**src/rtl/kpn_pkg.sv**
```systemverilog
// Shared definitions for the KPN process nodes.
//   - default product and accumulator widths
//   - accumulator FSM state encoding
//   - clog2 helper used to size pointers, counters and indices
package kpn_pkg;

    localparam int DATA_W_DEF = 32;
    localparam int ACC_W_DEF  = 40;

    // Accumulator FSM state encoding
    typedef logic [0:0] acc_state_t;
    localparam acc_state_t ACCUM = 1'b0;
    localparam acc_state_t EMIT  = 1'b1;

    // Ceiling log2.  Returns 0 for n <= 1.
    function automatic int clog2(input int n);
        int r;
        r = 0;
        for (int i = 0; i < 31; i++) begin
            if ((1 << i) < n) r = i + 1;
        end
        return r;
    endfunction

endpackage

```
**src/rtl/kpn_fifo.sv**
```systemverilog
// Blocking-read channel FIFO between two KPN nodes.
// Ports:
//   clk, reset   rising-edge clock, async active-high reset (empties the FIFO)
//   push, din    write request / data; ignored while full
//   pop, dout    read request / head-of-queue data; ignored while empty
//   full, empty  occupancy flags decoded from the count register
module kpn_fifo
    import kpn_pkg::*;
#(
    parameter int WIDTH = 32,
    parameter int DEPTH = 4
) (
    input  logic             clk,
    input  logic             reset,
    input  logic             push,
    input  logic             pop,
    input  logic [WIDTH-1:0] din,
    output logic [WIDTH-1:0] dout,
    output logic             full,
    output logic             empty
);

    localparam int PTR_W = clog2(DEPTH);
    localparam int CNT_W = clog2(DEPTH + 1);

    logic [WIDTH-1:0] mem [DEPTH];
    logic [PTR_W-1:0] wr_ptr, rd_ptr;
    logic [CNT_W-1:0] count;
    logic             do_push, do_pop;

    assign full  = (count == CNT_W'(DEPTH));
    assign empty = (count == '0);

    // A push while full is dropped even if a pop frees a slot this cycle,
    // so the ready seen upstream is never optimistic.
    assign do_push = push && !full;
    assign do_pop  = pop && !empty;
    assign dout    = mem[rd_ptr];

    always_ff @(posedge clk) begin
        if (do_push) mem[wr_ptr] <= din;
    end

    // DEPTH is a power of two, so the pointers wrap by natural overflow.
    always_ff @(posedge clk or posedge reset) begin
        if (reset) begin
            wr_ptr <= '0;
            rd_ptr <= '0;
            count  <= '0;
        end else begin
            if (do_push) wr_ptr <= wr_ptr + PTR_W'(1);
            if (do_pop)  rd_ptr <= rd_ptr + PTR_W'(1);
            case ({do_push, do_pop})
                2'b10:   count <= count + CNT_W'(1);
                2'b01:   count <= count - CNT_W'(1);
                default: count <= count;
            endcase
        end
    end

endmodule

```
**src/rtl/dot_product_accumulator_module.sv**
```systemverilog
// KPN node downstream of the multiplier: sums each group of BLOCK_LEN
// products and emits one ACC_W-wide result per group.
// Ports:
//   clk, reset                        clock, async active-high reset
//   entry_1 / _valid / _ready         product input channel (buffered by FIFO)
//   output_1 / _valid / _ready        dot-product result channel
// The accumulator sums modulo 2^ACC_W; overflow wraps silently.
module dot_product_accumulator_module
    import kpn_pkg::*;
#(
    parameter int DATA_W     = DATA_W_DEF,
    parameter int ACC_W      = ACC_W_DEF,
    parameter int BLOCK_LEN  = 4,
    parameter int FIFO_DEPTH = 4
) (
    input  logic              clk,
    input  logic              reset,
    input  logic [DATA_W-1:0] entry_1,
    input  logic              entry_1_valid,
    output logic              entry_1_ready,
    output logic [ACC_W-1:0]  output_1,
    output logic              output_1_valid,
    input  logic              output_1_ready
);

    // One extra value so BLOCK_LEN = 1 still yields a 1-bit index.
    localparam int IDX_W = clog2(BLOCK_LEN + 1);

    logic [DATA_W-1:0] fifo_dout;
    logic              fifo_full, fifo_empty, fifo_pop;

    acc_state_t        state;
    logic [IDX_W-1:0]  idx;
    logic [ACC_W-1:0]  acc;
    logic [ACC_W-1:0]  word_ext, sum;
    logic              last;

    kpn_fifo #(
        .WIDTH (DATA_W),
        .DEPTH (FIFO_DEPTH)
    ) u_fifo (
        .clk   (clk),
        .reset (reset),
        .push  (entry_1_valid),
        .pop   (fifo_pop),
        .din   (entry_1),
        .dout  (fifo_dout),
        .full  (fifo_full),
        .empty (fifo_empty)
    );

    assign entry_1_ready = !fifo_full;

    // Pops happen only while accumulating; EMIT lets the FIFO fill up.
    assign fifo_pop = (state == ACCUM) && !fifo_empty;
    assign word_ext = ACC_W'(fifo_dout);
    // The first word of a group overwrites the stale sum.
    assign sum      = (idx == '0) ? word_ext : acc + word_ext;
    assign last     = (idx == IDX_W'(BLOCK_LEN - 1));

    always_ff @(posedge clk or posedge reset) begin
        if (reset) begin
            state          <= ACCUM;
            idx            <= '0;
            acc            <= '0;
            output_1       <= '0;
            output_1_valid <= 1'b0;
        end else begin
            case (state)
                ACCUM: begin
                    if (fifo_pop) begin
                        acc <= sum;
                        if (last) begin
                            output_1       <= sum;
                            output_1_valid <= 1'b1;
                            idx            <= '0;
                            state          <= EMIT;
                        end else begin
                            idx <= idx + IDX_W'(1);
                        end
                    end
                end
                default: begin
                    // output_1 keeps its value after the handshake.
                    if (output_1_ready) begin
                        output_1_valid <= 1'b0;
                        state          <= ACCUM;
                    end
                end
            endcase
        end
    end

endmodule

```
**config.mk**
```make
export PLATFORM = sky130hd
export DESIGN_NAME = dot_product_accumulator_module
export DESIGN_NICKNAME = d
export VERILOG_FILES = /design/src/rtl/kpn_pkg.sv /design/src/rtl/kpn_fifo.sv /design/src/rtl/dot_product_accumulator_module.sv
export SDC_FILE = /design/constraint.sdc
export NUM_CORES = 1
export LEC_CHECK = 0
export ABC_AREA = 1
export BUFFER_PORTS_ARGS = -buffer_cell sky130_fd_sc_hd__buf_2
export CORE_ASPECT_RATIO = 2
export CORE_MARGIN = 2
export CORE_UTILIZATION = 60
export DETAILED_ROUTE_END_ITERATION = 10
export GPL_TIMING_DRIVEN = 0
export PLACE_DENSITY = 0.79
export SLEW_MARGIN = 10
export SYNTH_ARGS = -nofsm -noshare
export SYNTH_HDL_FRONTEND = slang
export SYNTH_SLANG_ARGS = --single-unit
```
**constraint.sdc**
```tcl
create_clock -name clk -period 3.92 [get_ports clk]
set_clock_uncertainty 0.05 [all_clocks]
set_input_delay 0.784 -clock clk [delete_from_list [all_inputs] [get_ports clk]]
set_output_delay 0.784 -clock clk [all_outputs]
set_load 0.005 [all_outputs]
```
Yosys cells after proc, flatten, opt, wreduce, memory -nomap -nowiden

Memory sizes are Yosys's and may differ from the RTL's.
Index checks and enable logic that the tools add are counted.

Reductions and logical operators: 13
Multiply operators: 0
Divide/modulo/power cells: 0
Bitwise logic cells: 1
Add/subtract/negate cells: 6
Equal/unequal tests: 5
Multiplexer cells: 13
Shift-type cells: 0
Magnitude comparators: 0

Operators by type and width:

| kind                  | count |
|---|---|
| $add A40 B32 Y40      | 1 |
| $mux W40              | 1 |
| $mux W1               | 10 |
| $add A3 B1 Y3 const B | 2 |
| $logic_not A3 Y1      | 2 |
| $pmux W3 S2           | 1 |
| $reduce_and A3 Y1     | 2 |
| $reduce_bool A2 Y1    | 3 |
| $add A2 B1 Y2 const B | 2 |
| $eq A3 B2 Y1 const B  | 1 |
| $eq A3 B3 Y1 const B  | 1 |
| $logic_and A1 B1 Y1   | 3 |
| $mux W3               | 1 |
| $sub A3 B1 Y3 const B | 1 |
| $eq A2 B1 Y1 const B  | 1 |
| $eq A2 B2 Y1 const B  | 1 |
| $logic_not A1 Y1      | 2 |
| $ne A2 B2 Y1 const B  | 1 |
| $reduce_and A2 Y1     | 1 |
| $not A1 Y1            | 1 |

Memory bits (read-only): 0
Flip-flop bits (word level): 92
Memories kept: 1
Latch bits: 0
Bits in writable memories: 128
Logic and storage cells: 47
Output and inout port bits: 42

Memory list:

| memory     | words | bits a word | rd ports | clocked after memory_dff | write ports | RTL line       | source |
|---|---|---|---|---|---|---|---|
| u_fifo.mem | 4     | 32          | 1        | 0                        | 1           | kpn_fifo.sv:26 | `logic [WIDTH-1:0] mem [DEPTH];` |

Logic depth before layout (Yosys ltp)

Gate-level depths: netlist of the first run.

Depth in word-level cells: 6
Mapped depth: 22
Depth with buffers taken out: 20

Cells and area by module

From an unflattened synthesis of the first run, not the netlist that was laid out.

Cell total of the unflattened synthesis: 1467
Area, all modules: 12057.8 um^2

By module, submodules not included:

| module                         | instances | area an instance (um^2) | cells an instance | seq. area each (um^2) |
|---|---|---|---|---|
| dot_product_accumulator_module | 1         | 6481.2                  | 1031              | 2127.0 |
| kpn_fifo                       | 1         | 5576.6                  | 436               | 4018.9 |

Least setup slack after synthesis of the first run

Ideal clock, no wire load.

Path kind: input to register
Start point: in entry_1_valid
End point: mem u_fifo.mem[0][0], enable pin
Arrival time: 2320 ps
Setup slack: 1129 ps
Stages on the path: 2
Library setup time: 421 ps
Data required time: 3449 ps
Path through: nand2_1 nor2_1

Longest elaborated chain between the ends: 3

Ends and longest elaborated chain:

| what                          | RTL line                             | source |
|---|---|---|
| from (decl)                   | dot_product_accumulator_module.sv:19 | `input logic entry_1_valid,` |
| $logic_and A1 B1 Y1           | kpn_fifo.sv:36                       | `assign do_push = push && !full;` |
| $mux W1                       | kpn_fifo.sv:41                       | `if (do_push) mem[wr_ptr] <= din;` |
| $mux W1 (implied by the code) | kpn_fifo.sv:41                       |  |
| to (decl)                     | kpn_fifo.sv:26                       |  |

No other way between the ends.

Final worst setup path of the first run

Start point: reg u_fifo.rd_ptr[0]
End point: reg output_1[16]

Longest elaborated chain between the ends: 3

Ends and longest elaborated chain:

| what                   | RTL line                             | source |
|---|---|---|
| from (decl)            | kpn_fifo.sv:27                       | `logic [PTR_W-1:0] wr_ptr, rd_ptr;` |
| from (signal assigned) | kpn_fifo.sv:52                       | `if (do_pop) rd_ptr <= rd_ptr + PTR_W'(1);` |
| $mem_v2 Z4 W32 *       | n/a                                  |  |
| $add A40 B32 Y40       | dot_product_accumulator_module.sv:58 | `assign sum = (idx == '0) ? word_ext : acc + word_ext;` |
| $mux W40 *             | dot_product_accumulator_module.sv:58 |  |
| to (signal assigned)   | dot_product_accumulator_module.sv:74 | `output_1 <= sum;` |
| to (decl)              | dot_product_accumulator_module.sv:21 | `output logic [ACC_W-1:0] output_1,` |

Mark *: on every way between the ends. The rest lies on a longest branch, timed or not.
A chain may end at the register's enable or synchronous reset.

==> results of run 1 <==
-- layout make-up --
type	count	area, µm²
plain buffers	42	274
clock buffers	25	551
clock inverters	10	134
fillers	1614	5970
inverters	183	692
multi-input cells	954	4770
flip-flops and latches	220	6150
well taps	259	324
repair buffers	82	508
-- through the flow --
step | utilization | cell area [µm²]
6_report | 0.692 | 13400
5_1_grt | 0.692 | 13400
4_1_cts | 0.692 | 13400
3_5_place_dp | 0.657 | 12700
3_3_place_gp | 0.649 | 12600
2_1_floorplan | - | 11900
-- cell families (layout without fill, tap and decap cells) --
group | count (synthesis) | count (layout)
buffers and inverters | 225 | 342
adder cells (fa/ha/maj) | 41 | 41
XOR/XNOR | 18 | 18
flip-flops | 220 | 220
AO/OA/AOI/OAI | 157 | 157
AND/OR/NAND/NOR | 738 | 738
-- final timing paths --
check,end,cells past startpoint
min in group clk,u_fifo.mem[0][10]$_DFFE_PP_,1
worst min-delay path,output_1[30]$_DFFE_PP0P_,2
worst max-delay path,output_1[16]$_DFFE_PP0P_,20
max in group asynchronous,acc[16]$_DFFE_PP0P_,3
worst max register to register,output_1[16]$_DFFE_PP0P_,20
worst min register to register,output_1[25]$_DFFE_PP0P_,2
-- state kept, by name, summed over array words and instances, names as in the netlist --
signal,cells
idx,3
state,1
u_fifo.mem,128
output_1,40
u_fifo.wr_ptr,2
u_fifo.rd_ptr,2
u_fifo.count,3
output_1_valid,1
acc,40
-- per-layer routing --
| layer | GRT usage | vias up |
|---|---|---|
| met5 | 0 | - |
| met4 | 0.224 | 0 |
| met3 | 0.0434 | 115 |
| met2 | 0.615 | 326 |
| met1 | 0.321 | 4573 |
| li1 | - | 4741 |
-- cells in the final DEF (no fill, tap or decap), types with 18 or more instances in the layout --
| cell type | Yosys | layout |
|---|---|---|
| nand2_2 | 21 | 21 |
| ha_1 | 39 | 39 |
| a21oi_1 | 57 | 57 |
| a32o_1 | 18 | 18 |
| buf_2 | 15 | 92 |
| nor2_1 | 94 | 90 |
| nand3_1 | 64 | 64 |
| o21ai_0 | 33 | 33 |
| inv_1 | 175 | 174 |
| o21ai_1 | 29 | 29 |
| dfrtp_1 | 92 | 92 |
| clkbuf_16 | 0 | 21 |
| edfxtp_1 | 128 | 128 |
| nand2_1 | 493 | 493 |
| nand4_1 | 26 | 26 |
==> flow_metrics.py, run 1 <==
metrics = {
    "setup_path": {
        "worst_path_arrival_time_ns": 3.82,
        "endpoint_kind": "flip-flop",
        "cp-startpoint": "u_fifo.rd_ptr[0]$_DFFE_PP0P_",
        "critPathRequiredTime_ns": 4.26,
        "critical_path.top_delay_family": "simple AND/OR/NAND/NOR gates",
        "critPathMostFrequentCell": "nand2_1",
        "startpoint_type": "flip-flop",
        "r2r_setup_slack_ns": 0.44,
        "slowest_delay_ns": 0.42,
        "crit_type": "flip-flop to flip-flop",
        "timing.rr.start": "u_fifo.rd_ptr[0]$_DFFE_PP0P_",
        "cp_num_buf_inv": 6,
        "worstPathCellList": "inv_2 -> buf_4 -> buf_2 -> nand2_1 -> a32o_1 -> inv_1 -> ha_1 -> inv_1 -> fa_1 -> inv_1 -> nand3_1 -> nand2_2 -> nand2_2 -> nand2_2 -> nand2_1 -> nand2_1 -> xnor2_1 -> nand2_1 -> nand3b_1 -> nand2_1",
        "cpMaxStageDelayCell": "fa_1",
        "critical_path_maximum_fanout": 10,
    },
    "job": {
        "max_cap_violations": 0,
    },
    "yosys": {
        "yosys.cell_types.count": 40,
        "synth_ff_type": "edfxtp_1",
        "synth_edf_count": 128,
        "top_cells_by_area_synth": "edfxtp_1 32%, dfrtp_1 19%, nand2_1 16%",
        "synth_top_area_frac": 0.324,
        "synth_area_in_compound_gates": 0.0784,
        "netlist_top_cells_count": "493 x nand2_1, 175 x inv_1, 128 x edfxtp_1",
        "yosys.area_share.simple": 0.264,
        "synth_adder_area_share": 0.0446,
        "synthesis.instances": 1399,
        "xor_xnor_fraction_of_synth_area": 0.0133,
        "post_synth_instance_area_um2": 11900,
        "fraction_of_synthesis_flops_using_an_asynchronous_set_or_reset_pin": 0.418,
        "synthMostInstantiatedCell": "nand2_1",
        "avgSynthCellArea_um2": 8.47,
        "synth.yosys.seq_area_share": 0.519,
        "yosysWarnings": 0,
        "synth.area.mux_share": 0,
        "yosys_register_bits": 220,
        "syn-num-nets": 1476,
        "yosys.area.top_type": "edfxtp_1",
        "combinational_family_with_the_most_area_after_synthesis": "simple AND/OR/NAND/NOR gates",
    },
    "timing": {
        "layout_worst_path_cycle_share": 0.889,
        "min_period_ns": 3.48,
        "timing_max_transition_violations_final": 0,
        "grt_setup_unrepaired": "false",
        "fin_worst_hold_slack_ns": 0.253,
        "tightest_slew_ns": 0.760,
        "hold_viol_final": 0,
        "slew-limit-headroom": 0.493,
        "setup_total_negative_slack_ns": 0,
        "setup-violations-final": 0,
        "timing.fmax_mhz": 287,
        "fin_ws_ns": 0.436,
    },
    "final_layout": {
        "non_filler_cells_in_the_finished_layout": 1775,
        "flow.area_growth_from_synthesis_pct": 13.1,
        "layout.nets": 1580,
        "drive_above_1_share": 0.136,
        "n_antenna_cell": 0,
    },
    "route": {
        "drt_pass1_iterations": 5,
        "ant_nets": 0,
        "length_of_routed_met2_wiring_mm": 18.4,
        "drt-vias-per-instance": 5.50,
        "dr_wl_met3_mm": 1.46,
        "wire_length_per_cell_after_detailed_routing_um": 18.9,
        "drc": 0,
        "via_count": 9755,
        "drt-initial-drc-count": 543,
        "routedLengthMet1_mm": 11.1,
        "top_layer": "met4",
        "drt-total-wl_mm": 33.5,
    },
    "clocking": {
        "post_cts.resized_instances": 0,
        "ctsRootBufferMaster": "clkbuf_16",
        "post_cts_repair_timing_setup_buffer_count": 0,
        "numClockSinks": 220,
        "cts_tree": "done",
        "postCtsHoldBufs": 0,
        "cts-root-to-sink-buffers": 3,
        "htreeDepth": 1,
        "numCtsBuffers": 20,
        "insertion_delay_ns": 0.52,
        "path_clk_slew_ns": 0.06,
    },
    "place": {
        "gpl.final_weighted_congestion": 1.05,
        "dp.final_hpwl_mm": 26.2,
        "buffer_ports.inserted": 77,
        "post-place-ws_ns": 0.480,
        "numPlacedInstances": 1740,
    },
    "floorplan": {
        "pin_count": 78,
        "row_count": 72,
        "die_area_um2": 21000,
        "floorplan.initialDensity": 0.612,
        "die_width_um": 103,
        "core_region_area_um2": 19400,
        "vertical_die_dimension_um": 203,
    },
    "global_route": {
        "globalRouteTotalUtil": 0.331,
        "grt_pass1_wl_mm": 51.2,
        "globalRouteOverflowTotal": 0,
        "number_of_global_route_vias_before_repair": 9930,
        "initial_antenna_violation_count": 0,
        "grt_max_degree": 54,
    },
    "worst_hold_path": {
        "hold_class": "input port to async pin",
    },
    "outcome": {
        "status": "finished, final reports clean",
    },
}
Power of run 1 is not shown: default switching activity piles up to over one toggle a cycle in this logic, so the estimate is an artifact.
==> inputs of run 2 (changes only) <==
--- a/config.mk
+++ b/config.mk
@@ -11,7 +11,7 @@
 export CORE_MARGIN = 2
 export CORE_UTILIZATION = 60
 export DETAILED_ROUTE_END_ITERATION = 10
-export GPL_TIMING_DRIVEN = 0
+export GPL_TIMING_DRIVEN = 1
 export PLACE_DENSITY = 0.79
 export SLEW_MARGIN = 10
 export SYNTH_ARGS = -nofsm -noshare
==> run 2 against run 1 <==
Critical path depth down 6. Global-route usage down 2.1 points. Cell count decreased by 1.6%. Non-clock buffer count fell by 30. Maximum frequency is 4.6% higher. First-iteration DRC count is 0.37% lower. Sequential share of layout area rose by 0.87 points. Worst hold slack better by 0.071 ns. Critical endpoint is now output_1[31]$_DFFE_PP0P_.
==> flow_metrics.py, run 2 (synthesis gave the netlist of run 1 again) <==
metrics = {
    "route": {
        "drt-initial-drc-count": 541,
        "wire_length_per_cell_after_detailed_routing_um": 18.0,
        "via_count": 9556,
        "drc": 0,
        "drt-total-wl_mm": 31.4,
        "drt-vias-per-instance": 5.47,
        "drt_pass1_iterations": 5,
        "ant_nets": 0,
    },
    "clocking": {
        "postCtsHoldBufs": 0,
        "htreeDepth": 1,
        "cts_tree": "done",
        "post_cts.resized_instances": 0,
        "post_cts_repair_timing_setup_buffer_count": 0,
        "numCtsBuffers": 20,
        "insertion_delay_ns": 0.52,
        "cts-root-to-sink-buffers": 3,
        "path_clk_slew_ns": 0.07,
        "ctsRootBufferMaster": "clkbuf_16",
        "numClockSinks": 220,
    },
    "job": {
        "max_cap_violations": 0,
    },
    "setup_path": {
        "critical_path_maximum_fanout": 22,
        "worst_path_arrival_time_ns": 3.68,
        "r2r_setup_slack_ns": 0.59,
        "cp-startpoint": "u_fifo.rd_ptr[0]$_DFFE_PP0P_",
        "worst_r2r_endpoint": "output_1[31]$_DFFE_PP0P_",
        "timing.rr.start": "u_fifo.rd_ptr[0]$_DFFE_PP0P_",
        "critPathRequiredTime_ns": 4.26,
        "depth_of_the_most_critical_reg_to_reg_path": 14,
        "critPathCapture": "output_1[31]$_DFFE_PP0P_",
        "startpoint_type": "flip-flop",
        "crit_type": "flip-flop to flip-flop",
        "endpoint_kind": "flip-flop",
    },
    "final_layout": {
        "largest_registers": "u_fifo.mem: 128 flops, acc: 40 flops, output_1: 40 flops",
        "drive_above_1_share": 0.124,
        "layout.nets": 1550,
        "flow.area_growth_from_synthesis_pct": 11.0,
        "top_register_by_number_of_flip_flops": "u_fifo.mem",
        "number_of_flip_flops_in_the_largest_register": 128,
        "layout.cells.most_common_list": "493 x nand2_1, 174 x inv_1, 128 x edfxtp_1",
        "n_antenna_cell": 0,
        "final_common_cell": "nand2_1",
    },
    "timing": {
        "hold_viol_final": 0,
        "min_period_ns": 3.33,
        "layout_worst_path_cycle_share": 0.850,
        "setup-violations-final": 0,
        "slew-limit-headroom": 0.437,
        "timing_max_transition_violations_final": 0,
        "grt_setup_unrepaired": "false",
        "setup_total_negative_slack_ns": 0,
        "timing.fmax_mhz": 300,
        "tightest_slew_ns": 0.843,
    },
    "place": {
        "buffer_ports.inserted": 77,
        "dp.final_hpwl_mm": 23.4,
        "gpl.final_weighted_congestion": 1.02,
    },
    "floorplan": {
        "row_count": 72,
        "floorplan.initialDensity": 0.612,
        "die_area_um2": 21000,
        "vertical_die_dimension_um": 203,
        "pin_count": 78,
        "die_width_um": 103,
        "core_region_area_um2": 19400,
    },
    "global_route": {
        "grt_max_degree": 53,
        "grt_pass1_wl_mm": 48.9,
        "globalRouteTotalUtil": 0.310,
        "globalRouteOverflowTotal": 0,
        "initial_antenna_violation_count": 0,
        "number_of_global_route_vias_before_repair": 9491,
    },
    "outcome": {
        "status": "finished, final reports clean",
    },
    "worst_hold_path": {
        "hold_class": "input port to async pin",
    },
}
[run 2: changes by cell type in the layout (fill, tap and decap cells not counted), moves of 2 or more]
cell	previous run	this run
buf_16	3	0
buf_6	9	0
clkinv_1	2	5
clkinv_2	2	0
nor2_4	4	0
clkbuf_1	12	4
buf_2	92	77
buf_4	8	15
nor2_2	8	12
[run 2: layer usage]
| layer | vias to the layer above | GRT usage | part of all wire |
|---|---|---|---|
| li1 | 4684 | - | - |
| met5 | - | 0 | 0 |
| met1 | 4485 | 0.337 | 0.35 |
| met4 | 0 | 0.184 | 0.069 |
| met2 | 290 | 0.556 | 0.54 |
| met3 | 97 | 0.0372 | 0.045 |
[run 2: through the flow]
step / worst slack [ns] / instances / hold WS [ns] / utilization / instance area, µm²
2_1_floorplan: 0.694 / 1399 / 0.396 / - / 11900
3_3_place_gp: 0.786 / 1710 / 0.407 / 0.643 / 12500
3_5_place_dp: 0.703 / 1710 / 0.410 / 0.643 / 12500
4_1_cts: 0.697 / 1746 / 0.337 / 0.679 / 13200
5_1_grt: 0.387 / 1746 / 0.370 / 0.679 / 13200
6_report: 0.588 / 1746 / 0.324 / 0.679 / 13200
[run 2: area by class of cell]
class	instances	area (µm²)
Inverter	183	692
Clock buffer	25	541
Clock inverter	11	159
Multi-Input combinational cell	954	4750
Timing Repair Buffer	94	538
Fill cell	1555	6220
Sequential cell	220	6150
Tap cell	259	324
[run 2: how the worst min path moves through the flow]
stage	endpoint	slack (ns)	cells past startpoint
final	acc[36]$_DFFE_PP0P_	0.32	2
after global routing	acc[36]$_DFFE_PP0P_	0.37	2
after CTS	output_1[36]$_DFFE_PP0P_	0.34	2
after detailed placement	output_1[37]$_DFFE_PP0P_	0.41	2
after global placement	output_1[31]$_DFFE_PP0P_	0.41	2
after floorplan	u_fifo.count[0]$_DFFE_PP0P_	0.40	1
[run 2: critical path, stage by stage, from the launching register on]
cell and delay (ns):
dfrtp_2 0.59, buf_4 0.32, o21ai_0 0.13, o22ai_1 0.37
ha_1 0.36, nand2_1 0.16, inv_1 0.05, a21oi_1 0.26
nand2_1 0.11, a21oi_1 0.37, nand2_1 0.10, nand2_1 0.07
nand3_1 0.11, nand3_1 0.11, nand2_1 0.05
Power of run 2 is left out for the same reason.
==> inputs of run 3 (changes only) <==
==> constraint.sdc (replaced) <==
create_clock -name clk -period 3.2 [get_ports clk]
set_clock_uncertainty 0.05 [all_clocks]
set_input_delay 0.64 -clock clk [delete_from_list [all_inputs] [get_ports clk]]
set_output_delay 0.64 -clock clk [all_outputs]
set_load 0.005 [all_outputs]
==> run 3 against run 2 <==
Die area did not move. Sequential share of layout area fell by 0.66 points. Sequential cell count is the same. Largest cell class unchanged. Setup slack got worse by 0.48 ns. Count of clock-buffer cells in the layout unchanged. Critical path depth increased by 1. First-iteration DRC count is 2.4% higher. Non-clock buffer count up 14.
==> flow_metrics.py, run 3 (synthesis gave the netlist of run 1 again) <==
metrics = {
    "timing": {
        "timing.fmax_mhz": 323,
        "timing_max_transition_violations_final": 0,
        "min_period_ns": 3.09,
        "tightest_slew_ns": 1.04,
        "setup-violations-final": 0,
        "layout_worst_path_cycle_share": 0.967,
        "grt_setup_unrepaired": "true",
        "hold_viol_final": 0,
        "slew-limit-headroom": 0.305,
    },
    "setup_path": {
        "cpMaxStageDelayCell": "dfrtp_2",
        "critPathMostFrequentCell": "nand2_1",
        "crit_type": "flip-flop to flip-flop",
        "slowest_delay_ns": 0.46,
        "critical_path_maximum_fanout": 17,
        "startpoint_type": "flip-flop",
        "endpoint_kind": "flip-flop",
        "worst_path_arrival_time_ns": 3.44,
        "worstPathCellList": "buf_4 -> clkbuf_16 -> a21oi_1 -> a32o_1 -> inv_1 -> ha_2 -> nand2_1 -> nor2_1 -> nand2_1 -> nor3_1 -> nand2_1 -> nand3_1 -> nand3_2 -> nand3_1 -> nand2_1",
        "critPathRequiredTime_ns": 3.55,
    },
    "global_route": {
        "grt_max_degree": 82,
        "globalRouteOverflowTotal": 0,
        "number_of_global_route_vias_before_repair": 9539,
        "grt_pass1_wl_mm": 49.0,
        "initial_antenna_violation_count": 1,
        "globalRouteTotalUtil": 0.313,
    },
    "final_layout": {
        "top_register_by_number_of_flip_flops": "u_fifo.mem",
        "n_antenna_cell": 0,
        "final_common_cell": "nand2_1",
        "drive_above_1_share": 0.138,
        "layout.cells.most_common_list": "493 x nand2_1, 174 x inv_1, 128 x edfxtp_1",
        "largest_registers": "u_fifo.mem: 128 flops, acc: 40 flops, output_1: 40 flops",
        "number_of_flip_flops_in_the_largest_register": 128,
        "nFillCells": 1563,
        "layout.nets": 1564,
        "postLayoutCoreUtil": 0.689,
        "flow.area_growth_from_synthesis_pct": 12.6,
    },
    "clocking": {
        "cts_tree": "done",
        "path_clk_slew_ns": 0.07,
        "ctsRootBufferMaster": "clkbuf_16",
        "cts-root-to-sink-buffers": 3,
        "insertion_delay_ns": 0.52,
        "htreeDepth": 1,
        "numCtsBuffers": 20,
        "postCtsHoldBufs": 0,
        "numClockSinks": 220,
    },
    "floorplan": {
        "pin_count": 78,
        "die_area_um2": 21000,
        "vertical_die_dimension_um": 203,
        "row_count": 72,
        "floorplan.initialDensity": 0.612,
        "die_width_um": 103,
        "core_region_area_um2": 19400,
    },
    "worst_hold_path": {
        "hold_class": "input port to flip-flop",
    },
    "route": {
        "via_count": 9710,
        "drt-total-wl_mm": 32.1,
        "ant_nets": 0,
        "drt-initial-drc-count": 554,
        "wire_length_per_cell_after_detailed_routing_um": 18.3,
        "drt-vias-per-instance": 5.52,
        "drc": 0,
        "drt_pass1_iterations": 6,
    },
    "job": {
        "max_cap_violations": 0,
    },
    "place": {
        "dp.final_hpwl_mm": 23.5,
        "buffer_ports.inserted": 77,
        "gpl.final_weighted_congestion": 0.977,
    },
    "outcome": {
        "status": "finished, final reports clean",
    },
}
## run 3: layout make-up
| type | instances | area [µm²] | share of cell area |
|---|---|---|---|
| flip-flops and latches | 220 | 6150 | 0.461 |
| well taps | 259 | 324 | 0.0243 |
| multi-input cells | 954 | 4780 | 0.358 |
| clock buffers | 25 | 541 | 0.0405 |
| repair buffers | 108 | 673 | 0.0505 |
| clock inverters | 11 | 183 | 0.0137 |
| inverters | 183 | 694 | 0.0521 |
## run 3: stage by stage
stage / area, µm² / hold WS, ns / setup slack (ns) / setup TNS, ns / instances
6_report: 13300 / 0.274 / 0.107 / 0 / 1760
5_1_grt: 13300 / 0.282 / -0.0555 / -0.165 / 1760
4_1_cts: 13300 / 0.264 / 0.151 / 0 / 1758
3_5_place_dp: 12600 / 0.410 / 0.181 / 0 / 1722
3_3_place_gp: 12600 / 0.408 / 0.257 / 0 / 1722
2_1_floorplan: 11900 / 0.396 / 0.118 / 0 / 1399
## run 3: repair_timing
action / 4_1_cts / 5_1_grt
resized for setup: 0 / 9
setup endpoints to repair: 0 / 7
endpoints found under the hold margin: 0 / 0
buffers inserted: 0 / 1
## run 3: worst max-delay path, delay by kind of cell (launching register included)
family                     cells  cell delay (ns)
AOI/OAI and AO/OA              2             0.41
adders and majority gates      1             0.40
buffers and inverters          3             0.41
DFF                            1             0.46
and+or+nand+nor                9             1.27
## run 3: path summary, 6_finish.rpt
kind                                                    from  slack, ns                            to  cells after the start
min in group asynchronous                              reset       0.29      output_1[37]$_DFFE_PP0P_                      2
max in group asynchronous                              reset       2.02  u_fifo.wr_ptr[1]$_DFFE_PP0P_                      3
worst min register to register      output_1[27]$_DFFE_PP0P_       0.42      output_1[27]$_DFFE_PP0P_                      2
worst max register to register  u_fifo.rd_ptr[0]$_DFFE_PP0P_       0.11           acc[27]$_DFFE_PP0P_                     15
worst max-delay path            u_fifo.rd_ptr[0]$_DFFE_PP0P_       0.11           acc[27]$_DFFE_PP0P_                     15
worst min-delay path                          output_1_ready       0.27               state$_DFF_PP0_                      2
## run 3: per-layer routing
| metal | up-vias | track usage | share of wire |
|---|---|---|---|
| met2 | 314 | 0.570 | 0.54 |
| li1 | 4709 | - | - |
| met3 | 102 | 0.0361 | 0.048 |
| met5 | - | 0 | 0 |
| met1 | 4585 | 0.342 | 0.35 |
| met4 | 0 | 0.164 | 0.058 |
Power of run 3 is left out for the same reason.
